$ cat config.mk
export PLATFORM = sky130hd
export DESIGN_NAME = flow_target_rx
export DESIGN_NICKNAME = d
export VERILOG_FILES = /design/src/rtl/i3c_pkg.sv /design/src/rtl/flow_target_rx.sv
export SDC_FILE = /design/constraint.sdc
export NUM_CORES = 1
export LEC_CHECK = 0
export ABC_AREA = 1
export BUFFER_PORTS_ARGS = -buffer_cell sky130_fd_sc_hd__buf_2
export CAP_MARGIN = 0
export CORE_MARGIN = 2
export CORE_UTILIZATION = 47
export CTS_CLUSTER_SIZE = 28
export DETAILED_ROUTE_END_ITERATION = 10
export GPL_TIMING_DRIVEN = 0
export PLACE_DENSITY = 0.85
export SLEW_MARGIN = 20
export SYNTH_ARGS = -nofsm -noshare
export SYNTH_HDL_FRONTEND = slang
export SYNTH_SLANG_ARGS = --single-unit
export TNS_END_PERCENT = 5
$ cat constraint.sdc
create_clock -name clk_i -period 2.07 [get_ports clk_i]
set_input_delay 0.414 -clock clk_i [delete_from_list [all_inputs] [get_ports clk_i]]
set_output_delay 0.414 -clock clk_i [all_outputs]
set_load 0.05 [all_outputs]
$ cat src/rtl/i3c_pkg.sv
// Shared types for the target receive flow: FSM states, response
// descriptor layout and error codes.
package i3c_pkg;

  typedef enum logic [2:0] {
    ST_IDLE,
    ST_ADDR,
    ST_IGNORE,
    ST_RECV,
    ST_PUSH,
    ST_FLUSH,
    ST_RESP
  } target_rx_state_e;

  typedef struct packed {
    logic [3:0]  err;
    logic [3:0]  tid;
    logic [7:0]  rsvd;
    logic [15:0] byte_cnt;
  } target_resp_desc_t;

  localparam logic [3:0] ErrSuccess = 4'h0;
  localparam logic [3:0] ErrOvl     = 4'h6;

endpackage

$ cat src/rtl/flow_target_rx.sv
// Target receive flow: address filter, LE dword packing, response descriptors.
// Ports: bus events in, byte handshake, RX/resp queue write ports, idle_o.
module flow_target_rx
  import i3c_pkg::*;
#(
  parameter int unsigned DataWidth = 32,
  parameter int unsigned MaxBytes  = 256
) (
  input  logic                 clk_i,
  input  logic                 rst_ni,
  input  logic [6:0]           target_addr_i,
  input  logic                 enable_i,
  input  logic                 bus_start_i,
  input  logic                 bus_stop_i,
  input  logic                 byte_valid_i,
  output logic                 byte_ready_o,
  input  logic [7:0]           byte_i,
  output logic                 addr_match_o,
  output logic                 rx_queue_wvalid_o,
  input  logic                 rx_queue_wready_i,
  output logic [DataWidth-1:0] rx_queue_wdata_o,
  output logic                 resp_queue_wvalid_o,
  input  logic                 resp_queue_wready_i,
  output logic [31:0]          resp_queue_wdata_o,
  output logic                 idle_o
);

  target_rx_state_e r_state, w_state_d;

  logic [7:0]  r_lane [4];
  logic [15:0] r_byte_cnt;
  logic        r_ovl;
  logic [3:0]  r_tid;
  logic        r_pend_evt;
  logic        r_pend_start;
  logic        r_addr_match;

  logic w_acc;
  logic w_match;
  logic w_full;
  logic w_store;
  logic w_last;
  logic w_part;
  logic w_evt;

  target_resp_desc_t w_desc;

  assign w_acc   = byte_valid_i & byte_ready_o;
  assign w_match = (byte_i[7:1] == target_addr_i) & ~byte_i[0];
  assign w_full  = (r_byte_cnt == 16'(MaxBytes));
  assign w_store = (r_state == ST_RECV) & w_acc & ~w_full;
  assign w_last  = w_store & (r_byte_cnt[1:0] == 2'd3);
  // a stored non-last byte always leaves a partial word behind
  assign w_part  = w_store | (r_byte_cnt[1:0] != 2'd0);
  assign w_evt   = bus_start_i | bus_stop_i;

  always_ff @(posedge clk_i) begin
    if (!rst_ni) begin
      r_state <= ST_IDLE;
    end else begin
      r_state <= w_state_d;
    end
  end

  always_comb begin
    w_state_d           = r_state;
    byte_ready_o        = 1'b0;
    rx_queue_wvalid_o   = 1'b0;
    resp_queue_wvalid_o = 1'b0;
    unique case (r_state)
      ST_IDLE: begin
        if (bus_start_i & enable_i) w_state_d = ST_ADDR;
      end
      ST_ADDR: begin
        byte_ready_o = 1'b1;
        if (bus_stop_i) w_state_d = ST_IDLE;
        else if (w_acc) w_state_d = w_match ? ST_RECV : ST_IGNORE;
      end
      ST_IGNORE: begin
        byte_ready_o = 1'b1;
        if (bus_stop_i) w_state_d = ST_IDLE;
        else if (bus_start_i) w_state_d = ST_ADDR;
      end
      ST_RECV: begin
        byte_ready_o = 1'b1;
        // byte is stored first; an event in the same cycle is latched
        if (w_last) w_state_d = ST_PUSH;
        else if (w_evt) w_state_d = w_part ? ST_FLUSH : ST_RESP;
      end
      ST_PUSH: begin
        rx_queue_wvalid_o = 1'b1;
        if (rx_queue_wready_i)
          w_state_d = (r_pend_evt | w_evt) ? ST_RESP : ST_RECV;
      end
      ST_FLUSH: begin
        rx_queue_wvalid_o = 1'b1;
        if (rx_queue_wready_i) w_state_d = ST_RESP;
      end
      ST_RESP: begin
        resp_queue_wvalid_o = 1'b1;
        if (resp_queue_wready_i)
          w_state_d = ((r_pend_start | bus_start_i) & enable_i)
                    ? ST_ADDR : ST_IDLE;
      end
      default: w_state_d = ST_IDLE;
    endcase
  end

  always_ff @(posedge clk_i) begin
    if (!rst_ni) begin
      for (int i = 0; i < 4; i++) r_lane[i] <= 8'h00;
      r_byte_cnt   <= '0;
      r_ovl        <= 1'b0;
      r_tid        <= '0;
      r_pend_evt   <= 1'b0;
      r_pend_start <= 1'b0;
      r_addr_match <= 1'b0;
    end else begin
      r_addr_match <= (r_state == ST_ADDR) & w_acc & w_match & ~bus_stop_i;
      unique case (r_state)
        ST_ADDR: begin
          if (w_acc & w_match) begin
            for (int i = 0; i < 4; i++) r_lane[i] <= 8'h00;
            r_byte_cnt   <= '0;
            r_ovl        <= 1'b0;
            r_pend_evt   <= 1'b0;
            r_pend_start <= 1'b0;
          end
        end
        ST_RECV, ST_PUSH, ST_FLUSH: begin
          if (w_store) begin
            r_lane[r_byte_cnt[1:0]] <= byte_i;
            r_byte_cnt              <= r_byte_cnt + 16'd1;
          end
          if ((r_state == ST_RECV) & w_acc & w_full) r_ovl <= 1'b1;
          if (w_evt) r_pend_evt <= 1'b1;
          if (bus_start_i) r_pend_start <= 1'b1;
          else if (bus_stop_i) r_pend_start <= 1'b0;
          if ((r_state != ST_RECV) & rx_queue_wready_i)
            for (int i = 0; i < 4; i++) r_lane[i] <= 8'h00;
        end
        ST_RESP: begin
          if (bus_start_i) r_pend_start <= 1'b1;
          if (resp_queue_wready_i) begin
            r_tid        <= r_tid + 4'd1;
            r_pend_evt   <= 1'b0;
            r_pend_start <= 1'b0;
          end
        end
        default: ;
      endcase
    end
  end

  always_comb begin
    w_desc          = '0;
    w_desc.err      = r_ovl ? ErrOvl : ErrSuccess;
    w_desc.tid      = r_tid;
    w_desc.byte_cnt = r_byte_cnt;
  end

  assign rx_queue_wdata_o   = DataWidth'({r_lane[3], r_lane[2],
                                          r_lane[1], r_lane[0]});
  assign resp_queue_wdata_o = w_desc;
  assign addr_match_o       = r_addr_match;
  assign idle_o             = (r_state == ST_IDLE);

endmodule

==> impl_metrics.tcl <==
set metrics [dict create \
    rsz0062_at_grt "true" \
    endpoint_kind "flip-flop" \
    path_clk_slew_ns 0.08 \
    path_max_fanout 9 \
    clockRootBuffer "clkbuf_8" \
    clk_path_buf_depth 2 \
    final_nets 540 \
    synthCells 409 \
    wirelength_um 7937 \
    grt_max_degree 13 \
    r2r_cells 9 \
    drtIter0Drc 155 \
    r2r_setup_slack_ns 0.05 \
    cap_violations 0 \
    power_density_nw_per_um2 982.4 \
    antenna_left 0 \
    crit_arrival_ns 2.06 \
    synthMostInstantiatedCell "nand2_1" \
    fin_crit_sh_pct 97.36 \
    yosysSeqAreaShare_pct 45.52 \
    synth.top_cells.by_area "edfxtp_1, dfxtp_1, nand2_1" \
    synth.distinct_cells 37 \
    crit_end "r_lane[3][5]" \
    yosys_warnings 0 \
    worstPathRequired_ns 2.11 \
    numCtsBuffers 9 \
    synth_top_cell_by_area "edfxtp_1" \
    place_worst_setup_slack_ns -0.1668 \
    gp_routability_congestion 0.9411 \
    max_freq_ghz 0.4962 \
    cts_tree "done" \
    final-hold-violation-count 0 \
    area_delta_synth_final_pct 27.28 \
    final_cells 615 \
    fin_ws_ns 0.05473 \
    dieHeight_um 87.77 \
    crit_path_start_kind "flip-flop" \
    dr.pass1.iters 4 \
    hold_class "input port to flip-flop" \
    setup_viol 0 \
    clock_latency_ns 0.34 \
    place_inst 594 \
    yosys-top-cells-count "nand2_1, nor2_1, inv_1, nand3_1, edfxtp_1" \
    grt_pass1_vias 2783 \
    dr_wl_met3_um 643 \
    top_layer "met4" \
    wl_met2_um 3935 \
    pin_count 92 \
    final_max_slew_viol_count 0 \
    wl_per_cell_um 12.91 \
    drc_errors 0 \
    synth_top_area_share_pct 29.14 \
    cts_htree_levels 3 \
    initial_core_util_pct 48.55 \
    synth_edf_count 32 \
    layout-drive-gt1-share_pct 30.83 \
    ir_drop_uv 705.5 \
    antenna_cells 0 \
    rows 30 \
    hpwlAfterDp_um 5792 \
    overflow 0 \
    synth_area_um2 3298 \
    finalPower_w 0.004124 \
    async_flop_share_pct 0 \
    die_width_um 87.77 \
    fin_crit_ns 2.015 \
    antenna_found_initial 0 \
    synth.avg_cell_area_um2 8.064 \
    finalCoreUtilization_pct 61.79 \
    clock_skew_ns 0.007556 \
    grt_pass1_wl_um 12420 \
    outcome "finished clean" \
    die_area_um2 7704 \
    synth-seq-cells 59 \
    track_usage_pct 20.81 \
    timing.rr.end "r_lane[3][5]" \
    portBuffers 80 \
    core_area_um2 6794 \
    synth_ff_type "edfxtp_1" \
    cts_num_sinks 59 \
    cp-startpoint "r_byte_cnt[1]" \
    wl_met1_um 3221 \
    critPathKind "flip-flop to flip-flop" \
    via_per_inst 5.072 \
    leakage_nw 1.846 \
    cts_hold_buf 0 \
    vias 3119 \
    reg2reg_from "r_byte_cnt[1]" \
]
## state kept, by name, summed over array words and instances, names as in the netlist
| name | flops |
|---|---|
| r_ovl | 1 |
| r_tid | 4 |
| r_byte_cnt | 16 |
| r_pend_evt | 1 |
| r_pend_start | 1 |
| r_state | 3 |
| addr_match_o | 1 |
| r_lane | 32 |
## worst min path at each step
stage / from / end / slack, ns / cells past startpoint
after floorplan: r_pend_start / r_pend_start / 0.44 / 2
after global placement: r_tid[3] / r_tid[3] / 0.43 / 1
after detailed placement: r_tid[3] / r_tid[3] / 0.44 / 1
after CTS: resp_queue_wready_i / r_tid[1] / 0.35 / 3
after global routing: resp_queue_wready_i / r_tid[1] / 0.37 / 3
final: resp_queue_wready_i / r_tid[1] / 0.36 / 3
## power breakdown
group | internal [W] | switching, W | total [W]
Clock | 0.000686 | 0.000519 | 0.00120
Sequential | 0.00132 | 0.0000759 | 0.00139
Combinational | 0.000416 | 0.00111 | 0.00153
Total | 0.00242 | 0.00170 | 0.00412
## placed cells by master (no fill, tap or decap), drive strengths merged
cell type and instances:
xnor2 2, edfxtp 32, clkinv 2, o211ai 1, nor3 10, buf 102, clkinvlp 2, clkbuf 12
o21a 2, o21ai 7, nor2 85, nand4 11, ha 3, inv 40, nor3b 1, nand3 38
dfxtp 27, bufinv 2, nand2 92, or2 1, nand3b 2, o21bai 3, a211oi 1, a21oi 27
conb 10, xor2 4
## stage by stage
| step | area [µm²] | setup TNS [ns] | hold WS (ns) |
|---|---|---|---|
| 2_1_floorplan | 3352 | -0.5082 | 0.4392 |
| 3_3_place_gp | 3872 | -3.195 | 0.4312 |
| 3_5_place_dp | 3872 | -4.218 | 0.4396 |
| 4_1_cts | 4133 | -0.5272 | 0.3523 |
| 5_1_grt | 4198 | -1.129 | 0.3686 |
| 6_report | 4198 | 0 | 0.3646 |
## cell type report
| cell class | count | area, µm² |
|---|---|---|
| inverter | 39 | 150.1 |
| buffer | 20 | 145.1 |
| timing repair buffer | 85 | 450.4 |
| tap | 96 | 120.1 |
| fill | 583 | 2596 |
| clock inverter | 7 | 98.84 |
| clock buffer | 9 | 123.9 |
| multi-input combinational | 300 | 1600 |
| sequential | 59 | 1509 |
## layer usage
metal  vias up  GRT usage [%]
met3        15          6.503
met4         0          7.692
met2       172          35.81
li1       1533              -
met5         -              0
met1      1399          24.35
## worst max-delay path, cell delays in order, from the launching register on
cell and delay [ns]:
dfxtp_4 0.40, inv_1 0.13, ha_2 0.22, nand3_1 0.08
nor2_1 0.06, nand2_2 0.13, nand2_4 0.10, nor2_8 0.15
nand3_2 0.22, nand3_4 0.22
## what timing repair did
action | CTS | global route
cloned | 0 | 0
endpoints found under the setup margin | 32 | 45
buffers inserted | 0 | 5
resized for setup | 6 | 5
## logic make-up after synthesis
family	after synthesis	share of synthesized area [%]
flops	59	45.52
other cells	1	0.1137
fa+ha+maj	3	1.138
compound gates	41	7.132
simple gates	240	35.70
xor+xnor	6	1.593
buf+inv	59	8.801
No activity file was read; power rests on OpenSTA's default activity.
